<file path="src/rtl/motion_centroid_tracker.sv">
// motion_centroid_tracker: per-frame motion-pixel centroid via restoring divide, with hold timer and box overlay.
// Latency: centroid and motion_valid update SUM_W+1 cycles after frame_done; box_active is combinational.
// No backpressure: a frame_done arriving while the divider runs is dropped and flagged on overrun.
// Optional feature macro: CENTER_SMOOTH_EN (halves each centroid step while already tracking).
module motion_centroid_tracker #(
  parameter int FRAME_W     = 320,
  parameter int FRAME_H     = 240,
  parameter int COORD_W     = 10,
  parameter int BOX_W       = 80,
  parameter int BOX_H       = 80,
  parameter int HOLD_CYCLES = 12_500_000,
  localparam int CNT_W      = $clog2(FRAME_W * FRAME_H + 1),
  localparam int SUM_W      = COORD_W + CNT_W
) (
  input  logic               clk,
  input  logic               reset,
  input  logic               pixel_valid,
  input  logic               diff_detected,
  input  logic [COORD_W-1:0] x_pixel,
  input  logic [COORD_W-1:0] y_pixel,
  input  logic               frame_done,
  input  logic [CNT_W-1:0]   detection_threshold,
  input  logic               display_enable,
  output logic [COORD_W-1:0] center_x,
  output logic [COORD_W-1:0] center_y,
  output logic               motion_valid,
  output logic               busy,
  output logic               overrun,
  output logic               box_active
);

  localparam int STEP_W = $clog2(SUM_W + 1);
  localparam int HOLD_W = (HOLD_CYCLES > 1) ? $clog2(HOLD_CYCLES) : 1;
  localparam logic [COORD_W-1:0] FW_LIM  = COORD_W'(FRAME_W);
  localparam logic [COORD_W-1:0] FH_LIM  = COORD_W'(FRAME_H);
  localparam logic [COORD_W-1:0] X_MAX   = COORD_W'(FRAME_W - 1);
  localparam logic [COORD_W-1:0] Y_MAX   = COORD_W'(FRAME_H - 1);
  localparam logic [COORD_W-1:0] HALF_BW = COORD_W'(BOX_W / 2);
  localparam logic [COORD_W-1:0] HALF_BH = COORD_W'(BOX_H / 2);
  localparam logic [HOLD_W-1:0]  HOLD_LAST = HOLD_W'(HOLD_CYCLES - 1);

  typedef enum logic {IDLE, TRACKING} state_t;

  logic [SUM_W-1:0]  sum_x, sum_y, q_x, q_y;
  logic [CNT_W-1:0]  pix_cnt, divisor, r_x, r_y, rx_nx, ry_nx;
  logic [CNT_W:0]    rx_sh, ry_sh;
  logic              x_ge, y_ge;
  logic [STEP_W-1:0] step;
  logic              pix_hit, div_start, div_done;
  logic [COORD_W-1:0] quo_x, quo_y, cx_nx, cy_nx;
  state_t            state, state_nx;
  logic [HOLD_W-1:0] hold_cnt, hold_nx;
  logic [COORD_W:0]  right_raw, bottom_raw;
  logic [COORD_W-1:0] box_left, box_right, box_top, box_bottom;
  logic              on_col, on_row;

  assign pix_hit   = pixel_valid && diff_detected && (x_pixel < FW_LIM) && (y_pixel < FH_LIM);
  assign div_start = frame_done && !busy && (pix_cnt > detection_threshold) && (pix_cnt != '0);
  assign div_done  = busy && (step == '0);
  assign quo_x     = q_x[COORD_W-1:0];
  assign quo_y     = q_y[COORD_W-1:0];
  assign motion_valid = (state == TRACKING);

  // Per-frame accumulators; frame_done wins over a coincident pixel and clears them.
  always_ff @(posedge clk or posedge reset) begin
    if (reset) begin
      sum_x   <= '0;
      sum_y   <= '0;
      pix_cnt <= '0;
    end else if (frame_done) begin
      sum_x   <= '0;
      sum_y   <= '0;
      pix_cnt <= '0;
    end else if (pix_hit) begin
      sum_x   <= sum_x + SUM_W'(x_pixel);
      sum_y   <= sum_y + SUM_W'(y_pixel);
      pix_cnt <= pix_cnt + CNT_W'(1);
    end
  end

  // One restoring-division step for x and y sharing the same divisor.
  always_comb begin
    rx_sh = {r_x, q_x[SUM_W-1]};
    ry_sh = {r_y, q_y[SUM_W-1]};
    x_ge  = (rx_sh >= {1'b0, divisor});
    y_ge  = (ry_sh >= {1'b0, divisor});
    rx_nx = x_ge ? (rx_sh[CNT_W-1:0] - divisor) : rx_sh[CNT_W-1:0];
    ry_nx = y_ge ? (ry_sh[CNT_W-1:0] - divisor) : ry_sh[CNT_W-1:0];
  end

  // Divider: load snapshot on frame_done, SUM_W shift steps, then one completion cycle.
  always_ff @(posedge clk or posedge reset) begin
    if (reset) begin
      q_x     <= '0;
      q_y     <= '0;
      r_x     <= '0;
      r_y     <= '0;
      divisor <= '0;
      step    <= '0;
      busy    <= 1'b0;
      overrun <= 1'b0;
    end else begin
      overrun <= frame_done && busy;
      if (div_start) begin
        q_x     <= sum_x;
        q_y     <= sum_y;
        r_x     <= '0;
        r_y     <= '0;
        divisor <= pix_cnt;
        step    <= STEP_W'(SUM_W);
        busy    <= 1'b1;
      end else if (busy) begin
        if (step != '0) begin
          q_x  <= {q_x[SUM_W-2:0], x_ge};
          q_y  <= {q_y[SUM_W-2:0], y_ge};
          r_x  <= rx_nx;
          r_y  <= ry_nx;
          step <= step - STEP_W'(1);
        end else begin
          busy <= 1'b0;
        end
      end
    end
  end

`ifdef CENTER_SMOOTH_EN
  logic signed [COORD_W:0] dx, dy, sx, sy;
  // While tracking, move halfway toward the new centroid; from IDLE jump straight to it.
  always_comb begin
    dx    = $signed({1'b0, quo_x}) - $signed({1'b0, center_x});
    dy    = $signed({1'b0, quo_y}) - $signed({1'b0, center_y});
    sx    = $signed({1'b0, center_x}) + (dx >>> 1);
    sy    = $signed({1'b0, center_y}) + (dy >>> 1);
    cx_nx = (state == TRACKING) ? sx[COORD_W-1:0] : quo_x;
    cy_nx = (state == TRACKING) ? sy[COORD_W-1:0] : quo_y;
  end
`else
  // Centroid is the truncated quotient.
  always_comb begin
    cx_nx = quo_x;
    cy_nx = quo_y;
  end
`endif

  // Center register: only changes on divide completion, otherwise holds.
  always_ff @(posedge clk or posedge reset) begin
    if (reset) begin
      center_x <= '0;
      center_y <= '0;
    end else if (div_done) begin
      center_x <= cx_nx;
      center_y <= cy_nx;
    end
  end

  // Tracking state and hold counter registers.
  always_ff @(posedge clk or posedge reset) begin
    if (reset) begin
      state    <= IDLE;
      hold_cnt <= '0;
    end else begin
      state    <= state_nx;
      hold_cnt <= hold_nx;
    end
  end

  // Tracking FSM: completion enters/refreshes TRACKING; hold expiry returns to IDLE.
  always_comb begin
    state_nx = state;
    hold_nx  = hold_cnt;
    case (state)
      IDLE: begin
        if (div_done) begin
          state_nx = TRACKING;
          hold_nx  = '0;
        end
      end
      TRACKING: begin
        if (div_done) begin
          hold_nx = '0;
        end else if (hold_cnt == HOLD_LAST) begin
          state_nx = IDLE;
          hold_nx  = '0;
        end else begin
          hold_nx = hold_cnt + HOLD_W'(1);
        end
      end
      default: begin
        state_nx = IDLE;
        hold_nx  = '0;
      end
    endcase
  end

  // Box edges clamped to the frame, and border hit test for the current pixel.
  always_comb begin
    right_raw  = {1'b0, center_x} + {1'b0, HALF_BW};
    bottom_raw = {1'b0, center_y} + {1'b0, HALF_BH};
    box_left   = (center_x >= HALF_BW) ? (center_x - HALF_BW) : '0;
    box_top    = (center_y >= HALF_BH) ? (center_y - HALF_BH) : '0;
    box_right  = (right_raw  > {1'b0, X_MAX}) ? X_MAX : right_raw[COORD_W-1:0];
    box_bottom = (bottom_raw > {1'b0, Y_MAX}) ? Y_MAX : bottom_raw[COORD_W-1:0];
    on_col     = ((x_pixel == box_left) || (x_pixel == box_right)) &&
                 (y_pixel >= box_top) && (y_pixel <= box_bottom);
    on_row     = ((y_pixel == box_top) || (y_pixel == box_bottom)) &&
                 (x_pixel >= box_left) && (x_pixel <= box_right);
    box_active = display_enable && motion_valid && (on_col || on_row);
  end

endmodule

</file>
<file path="config.mk">
export PLATFORM = sky130hd
export DESIGN_NAME = motion_centroid_tracker
export DESIGN_NICKNAME = d
export VERILOG_FILES = /design/src/rtl/motion_centroid_tracker.sv
export SDC_FILE = /design/constraint.sdc
export NUM_CORES = 1
export LEC_CHECK = 0
export ABC_AREA = 1
export CAP_MARGIN = 20
export CORE_ASPECT_RATIO = 0.7
export CORE_MARGIN = 2
export CORE_UTILIZATION = 57
export CTS_BUF_LIST = sky130_fd_sc_hd__clkbuf_4 sky130_fd_sc_hd__clkbuf_8 sky130_fd_sc_hd__clkbuf_16
export CTS_CLUSTER_SIZE = 25
export DETAILED_ROUTE_END_ITERATION = 12
export PLACE_DENSITY = 0.78
export REMOVE_ABC_BUFFERS = 1
export SETUP_SLACK_MARGIN = 0.05
export SYNTH_ARGS = -nofsm -noshare
export SYNTH_HDL_FRONTEND = slang
export SYNTH_SLANG_ARGS = --single-unit
</file>
<file path="constraint.sdc">
create_clock -name clk -period 8.1 [get_ports clk]
set_input_delay 1.62 -clock clk [delete_from_list [all_inputs] [get_ports clk]]
set_output_delay 1.62 -clock clk [all_outputs]
set_load 0.1 [all_outputs]
</file>
After elaboration in Yosys (flattened, before gate mapping) --
Cells that the tools add are included.
Operators by class: muxes and demuxes 38, equality and inequality tests 6, add/sub/neg operators 11, bitwise logic cells 1, magnitude comparators 13, reduce and logical (&&, ||, !) cells 25
Operator list (number):
- 27-bit two-way mux | 10
- 17-bit two-way mux | 10
- 24-bit two-way mux | 3
- 27-bit by 10-bit adder with 27-bit output | 2
- 24-bit one-hot mux with 2 select lines | 1
- 10-bit == test | 4
- 10-bit two-way mux | 4
- 18-bit by 17-bit greater-or-equal comparator with 1-bit output | 2
- 17-bit subtractor | 2
- 24-bit by 1-bit adder with 24-bit output, second input constant | 1
- 24-bit == test, second input constant | 1
- 10-bit by 6-bit adder with 11-bit output, second input constant | 2
- 10-bit greater-or-equal comparator | 2
- 10-bit by 6-bit greater-or-equal comparator with 1-bit output, second input constant | 2
- 10-bit <= comparator | 2
- 10-bit by 6-bit subtractor with 10-bit output, second input constant | 2
- 17-bit by 1-bit adder with 17-bit output, second input constant | 1
- 17-bit > comparator | 1
- 17-bit nonzero test | 1
- 5-bit two-way mux | 3
- 1-bit logical AND | 14
- 11-bit by 8-bit > comparator with 1-bit output, second input constant | 1
- 11-bit by 9-bit > comparator with 1-bit output, second input constant | 1
- 10-bit by 8-bit less-than comparator with 1-bit output, second input constant | 1
- 12 further kinds | 21
Storage, ports and cells: logic and storage cells 109, register bits after elaboration 228, bits of input ports 43, output and inout port bits 24

Depth between registers and ports, before layout --
Gate-level depths: netlist (run 1).
word-level depth 9, depth in mapped cells 19, depth with buffers taken out 19

Worst setup path after synthesis (run 1) --
Ideal clock, no wire load.
kind register to output, start point reg center_y[3], end point out box_active, required time 6.480 ns, cell stages (with the launch flop) 16, arrival 4.323 ns, slack 2.157 ns, buffers on the path 0, cells stage by stage dfrtp_1 -> inv_1 -> o21ai_0 -> nand3_1 -> nand2_1 -> nor3b_1 -> nand2_1 -> inv_1 -> nand2_1 -> ha_1 -> nand2_1 -> nor2_1 -> nand4_1 -> nand2_1 -> nand3_1 -> a21oi_1
Between the ends: word-level cells in the longest chain between the ends 9, elaborated cells between the ends (all ways) 17, those cells by class 2 x add/sub; 4 x order compare; 2 x eq/ne; 2 x mux; 7 x reduce/logical
Ends and longest elaborated chain:
- start, declared | line 25 | output logic [COORD_W-1:0] center_y,
- start signal, assigned | line 152 | center_y <= cy_nx;
- branches (longest 7 deep; another with 10-bit by 6-bit adder with 11-bit output)
- 1-bit logical OR * | line 207 | box_active = display_enable && motion_valid && (on_col || on_row);
- 1-bit logical AND * | line 207
- end, declared | line 29 | output logic box_active
Mark *: on every way between the ends.

Final worst setup path (run 1) --
start point in x_pixel[9], end point out box_active
Between the ends: word-level cells in the longest chain between the ends 6, elaborated cells between the ends (all ways) 11, those cells by class 2 x order compare; 2 x eq/ne; 7 x reduce/logical
Ends and longest elaborated chain:
- start, declared | line 19 | input logic [COORD_W-1:0] x_pixel,
- branches (longest 4 deep; another with 10-bit greater-or-equal comparator)
- 1-bit logical OR * | line 207
- 1-bit logical AND * | line 207
Marked as above.

==> metrics.cfg, run 1 <==
[routing]
vias_per_cell = 5.53
routed-wl-met2_mm = 18.7
dr.pass1.iters = 5
final_antenna_net_count = 0
wirelength_mm = 44.4
wl_met3_mm = 3.04
drc = 0
vias = 16000
highest_layer = met4
drt-initial-drc-count = 1461
wl_met1_mm = 22.1
wire_per_inst_microns = 15.3

[timing]
slew_violations = 0
rsz0062_at_grt = no
fin_crit_ps = 6210
hold_viol = 0
setup_ws_ps = 1890
setup_tns_ps = 0
fmax_ghz = 0.161
fin_worst_skew_ps = 32.7
slew_headroom_pct = 27.8
period_share_pct = 76.7
tightest_slew_ps = 1080
finalSetupViolations = 0

[grt]
grt_max_degree = 118
grt_pass1_wl_mm = 74.4
antenna_found_initial = 0
grt_pass1_vias = 15000
grtUsageTotal_pct = 29.3
grt_overflow = 0

[worst_setup_path]
crit_path_frequent_cell = clkdlybuf4s50_1
worst_ep_required_time_ps = 6480
critPathMaxStageDelay_ps = 1150
crit_path_end_kind = output port
cp-start-kind = input pin
arrival_ps = 4590
path_class = in2out
cp_max_fo = 4
slowest_stage = clkdlybuf4s50_1
r2r_setup_slack_ps = 5110
path_cells = clkdlybuf4s50_1 > ha_1 > nand2_1 > nor2_1 > nand4_1 > o21ai_0 > nand3_1 > a21oi_1 > clkdlybuf4s50_1
r2r_cells = 9

[power]
p_leak_uw = 0.00929
peakVddDrop_uv = 147
p_per_area_mw_per_mm2 = 131

[die]
dieArea_sq_mm = 0.0307
die_h_microns = 147
start_util_pct = 57.8
io_pins = 67
die_w_microns = 209
core_area_sq_mm = 0.0289
rows = 52

[synthesis]
netlist_area_sq_mm = 0.0167
postSynthCellCount = 2462
synth_compound_area_share_pct = 7.25
synth_area_per_cell_sq_um = 6.78
synth_top_family_by_area = simple AND/OR/NAND/NOR gates
synth_seq_cells = 228
synth-adder-area-share_pct = 9.62
ys_types = 48
synth_ff_type = dfrtp_1
yosys_warnings = 0
synth_simple_gate_area_share_pct = 37.4
async_reset_ff_share_pct = 100
synth_edf_count = 0
synthMuxAreaShare_pct = 0
ys_seq_area_share_pct = 34.2
synth_xor_area_share_pct = 2.15

[placed_design]
numPortBuffers = 66
gp_congestion = 0.948
post-dp-hpwl_mm = 32.5
dpl_worst_slack_ps = 1870

[final_layout]
layout_commonest_cell = nand2_1
nets = 2667
drive_gt1_share_pct = 3.78
diodes = 0
syn2layout_area_growth_pct = 10.1
final_cell_mix = nand2_1, nand3_1, inv_1, dfrtp_1, nor2_1

[worst_hold_path]
holdCritPathClass = reg2reg
hold_depth = 2

[clocking]
htreeDepth = 1
clk_path_buf_depth = 3
path_clk_slew_ps = 70
postCtsResizedCells = 0
post_cts_buffers = 0
cts_buffers = 24
clock_latency_ps = 560
cts_root_buffer = clkbuf_16
cts_hold_buf = 0
cts.sinks = 228
cts_tree = yes

[job]
cap_violations = 0

[run_status]
status = finished clean

[Yosys cell counts, types with 4 or more instances]
master,number,area share (%)
o211ai_1,4,0.18
xor2_1,26,1.4
nor2_1,203,4.6
o21ai_1,11,0.33
buf_4,6,0.27
dfrtp_1,228,34
or2_2,4,0.15
fa_1,4,0.48
nor2_2,5,0.19
nand2_1,782,18
nand3_1,330,9.9
nor4_1,4,0.15
inv_1,321,7.2
nand2_2,7,0.26
ha_1,122,9.1
o21a_1,6,0.27
inv_2,9,0.20
a21o_1,4,0.18
clkbuf_1,20,0.45
a21oi_1,86,2.6
o22ai_1,8,0.30
o21ai_0,92,2.8
nand4_1,48,1.8
xnor2_1,15,0.79
nor3_1,29,0.87
buf_1,6,0.13
a22o_1,4,0.21
buf_2,29,0.87
nand2_4,4,0.27
nand3b_1,15,0.67
[where the power goes]
part	switching, uW	internal [uW]
sequential	1.08	1140
combinational	77.3	41.2
clock	495	652
total	573	1830
[sequential cells by signal, summed over array words and instances (netlist names)]
name	cells
r_y	17
center_y	10
overrun	1
motion_valid	1
q_y	27
r_x	17
q_x	27
sum_x	27
divisor	17
busy	1
hold_cnt	24
sum_y	27
step	5
pix_cnt	17
center_x	10
[layer usage]
layer / up-vias / track usage (%)
li1: 7985 / -
met1: 7441 / 44.8
met2: 535 / 44.8
met3: 44 / 4.19
met4: 0 / 4.89
met5: - / 0
[final cells by class]
cell class | count | area, sq um
clock buffer | 30 | 664
clock inverter | 13 | 148
fill | 2675 | 10500
inverter | 330 | 1250
multi-input combinational | 1841 | 9440
sequential | 228 | 5710
tap | 378 | 473
timing repair buffer | 73 | 713
[path summary, 6_finish.rpt]
check	startpoint	endpoint
max	x_pixel[9]	box_active
min	q_y[19]	q_y[20]
max reg2reg	step[0]	step[4]
min reg2reg	q_y[19]	q_y[20]
max in group asynchronous	reset	r_x[3]
min in group asynchronous	reset	divisor[11]
[metrics by stage]
step	cells	utilization [%]	hold WS [ps]	total power [uW]	area [sq um]
floorplan	2399	-	453	1230	16400
global placement	2850	60.8	474	1280	17600
detailed placement	2850	60.8	478	1280	17600
CTS	2893	63.7	483	2430	18400
global route	2893	63.7	519	2490	18400
finish	2893	63.7	486	2410	18400
[worst max-delay path: cells and delay by family]
kind            cells  cell delay [ps]
fa+ha+maj           1              380
simple gates        4              540
compound gates      2              340
buf+inv             2             1720
[kinds of logic after synthesis]
kind of cell               count (synthesis)
adders and majority gates                126
DFF                                      228
xor gates and xnor gates                  41
other                                      1
buffers and inverters                    395
AOI/OAI and AO/OA                        224
and+or+nand+nor                         1447
Note: power is estimated with default switching activity, not from simulation.
==> run 2, diff against run 1 <==
==> constraint.sdc (replaced) <==
create_clock -name clk -period 5.4 [get_ports clk]
set_input_delay 1.08 -clock clk [delete_from_list [all_inputs] [get_ports clk]]
set_output_delay 1.08 -clock clk [all_outputs]
set_load 0.1 [all_outputs]
==> run 2 against run 1 <==
  * Die area did not move
  * Final area rose by 0.12%
  * Clock power rose by 48%
  * Setup slack got worse by 1200 ps
  * Register-to-register slack got worse by 2700 ps
  * Sequential power rose by 50%
  * Cell count barely moved
  * Critical path depth rose by 9
  * Wire length fell by 1.6%
  * Sequential share of layout area barely moved
  * Critical endpoint unchanged
==> metrics.cfg, run 2 (synthesis results as in run 1) <==
[run_status]
status = finished clean

[grt]
grt_use_met1_pct = 43.9  ; -0.86 points
grt_max_degree = 130  ; +10%
use_met2_pct = 43.5  ; -1.3 points
grt_pass1_vias = 14800  ; -1.0%
use_met3_pct = 4.77  ; +0.58 points
antenna_found_initial = 1  ; +1
grt_pass1_wl_mm = 73.5  ; -1.3%
grt_overflow = 0  ; unchanged
top_usage_layer = met1
grtUsageTotal_pct = 28.9  ; -0.45 points

[clocking]
path_clk_slew_ps = 60  ; about the same
postCtsResizedCells = 0  ; unchanged
cts_hold_buf = 0  ; unchanged
htreeDepth = 1  ; unchanged
clk_path_buf_depth = 3  ; unchanged
cts.sinks = 228  ; unchanged
cts_buffers = 24  ; unchanged
cts_tree = yes
clock_latency_ps = 550  ; about the same
post_cts_buffers = 0  ; unchanged
cts_root_buffer = clkbuf_16

[job]
cap_violations = 0  ; unchanged

[timing]
fin_crit_ps = 4690
tightest_slew_ps = 1060  ; -24.6 ps
period_share_pct = 86.8
fmax_ghz = 0.213
slew_violations = 0  ; unchanged
hold_viol = 0  ; unchanged
rsz0062_at_grt = no
slew_headroom_pct = 29.3  ; +1.4 points
finalSetupViolations = 0  ; unchanged
fin_worst_skew_ps = 11.9  ; -20.7 ps
setup_ws_ps = 715  ; -1180 ps

[power]
p_leak_uw = 0.00933  ; +0.39%
peakVddDrop_uv = 243  ; +66%
total_power_uw = 3590  ; +49%
p_per_area_mw_per_mm2 = 195  ; +49%

[placed_design]
dpl.cell_count = 2853  ; +0.11%
gp_congestion = 0.956  ; +0.91%
numPortBuffers = 66  ; unchanged
post-dp-hpwl_mm = 31.7  ; -2.2%
dpl_worst_slack_ps = 1210  ; -663 ps

[final_layout]
drive_gt1_share_pct = 3.86  ; +0.078 points
syn2layout_area_growth_pct = 10.2
stdcell_count = 2894  ; +0.035%
fin_util_pct = 63.7  ; +0.078 points
fill_cells = 2602  ; -2.7%
layout_commonest_cell = nand2_1
final_cell_mix = nand2_1, nand3_1, inv_1, dfrtp_1, nor2_1
diodes = 0  ; unchanged
nets = 2670  ; +0.11%

[routing]
wirelength_mm = 43.7  ; -1.6%
final_antenna_net_count = 0  ; unchanged
vias = 15900  ; -0.54%
drt-initial-drc-count = 1387  ; -5.1%
wire_per_inst_microns = 15.1  ; -1.6%
vias_per_cell = 5.50  ; -0.57%
drc = 0  ; unchanged
dr.pass1.iters = 6  ; +1

[worst_setup_path]
r2r_cells = 11  ; +2
arrival_ps = 3610  ; -980 ps
path_class = reg2out
cp_max_fo = 6  ; +2
crit_path_end_kind = output port
r2r-start = pix_cnt[8]
r2r_setup_slack_ps = 2390  ; -2720 ps
cp-start-kind = flop
crit_end = box_active
crit_path_start = center_x[4]
worst_ep_required_time_ps = 4320  ; -2160 ps
reg2reg_to = step[0]

[die]
dieArea_sq_mm = 0.0307  ; unchanged
start_util_pct = 57.8  ; unchanged
die_h_microns = 147  ; unchanged
core_area_sq_mm = 0.0289  ; unchanged
rows = 52  ; unchanged
die_w_microns = 209  ; unchanged
io_pins = 67  ; unchanged

[worst_hold_path]
holdCritPathClass = reg2reg

[run 2: report_power, final]
group | total [uW] | leakage [uW] | internal (uW) | switching [uW]
Combinational | 180 | 0.00632 | 63.5 | 117
Clock | 1700 | 0.000407 | 1000 | 700
Sequential | 1710 | 0.00261 | 1710 | 1.48
Total | 3590 | 0.00933 | 2780 | 818
[run 2: worst min path at each step]
stage	start	endpoint	slack (ps)	depth (start not counted)
floorplan	divisor[10]	divisor[10]	450	2
global placement	divisor[7]	divisor[7]	470	2
detailed placement	divisor[6]	divisor[6]	480	2
CTS	divisor[6]	divisor[6]	490	2
global route	divisor[6]	divisor[6]	510	2
finish	divisor[6]	divisor[6]	490	2
[run 2: critical path: stages, from the launching register on]
cell and delay, ps:
dfrtp_1 440, ha_1 230, o21ai_1 200, xor2_1 260, nand2_1 90, nor2_1 90, nand2_1 50, nand2_1 140
nand2_1 160, nor2_1 130, ha_1 250, a21oi_1 180, o21ai_0 110, nand2_1 60, nand3_1 60, nand2_1 90
nand3_1 80, a21oi_1 140, buf_4 310
[run 2: routing by layer]
layer  share of wire (%)  vias up
met5               0.030        -
met3                 6.8       47
met2                  42      467
li1                    -     8003
met1                  50     7400
met4                 1.4        2
[run 2: through the flow]
stage	TNS (ps)	cell area, sq um	hold slack (ps)
2_1_floorplan	-439560	16400	453
3_3_place_gp	0	17600	475
3_5_place_dp	0	17600	479
4_1_cts	0	18400	494
5_1_grt	0	18400	512
6_report	0	18400	490
[run 2: cell type report]
type	count	area [sq um]	area share, %
multi-input cells	1841	9440	51.3
flip-flops and latches	228	5710	31.0
inverters	330	1250	6.77
clock buffers	36	752	4.08
repair buffers	76	746	4.05
well taps	378	473	2.57
clock inverters	5	50.0	0.272
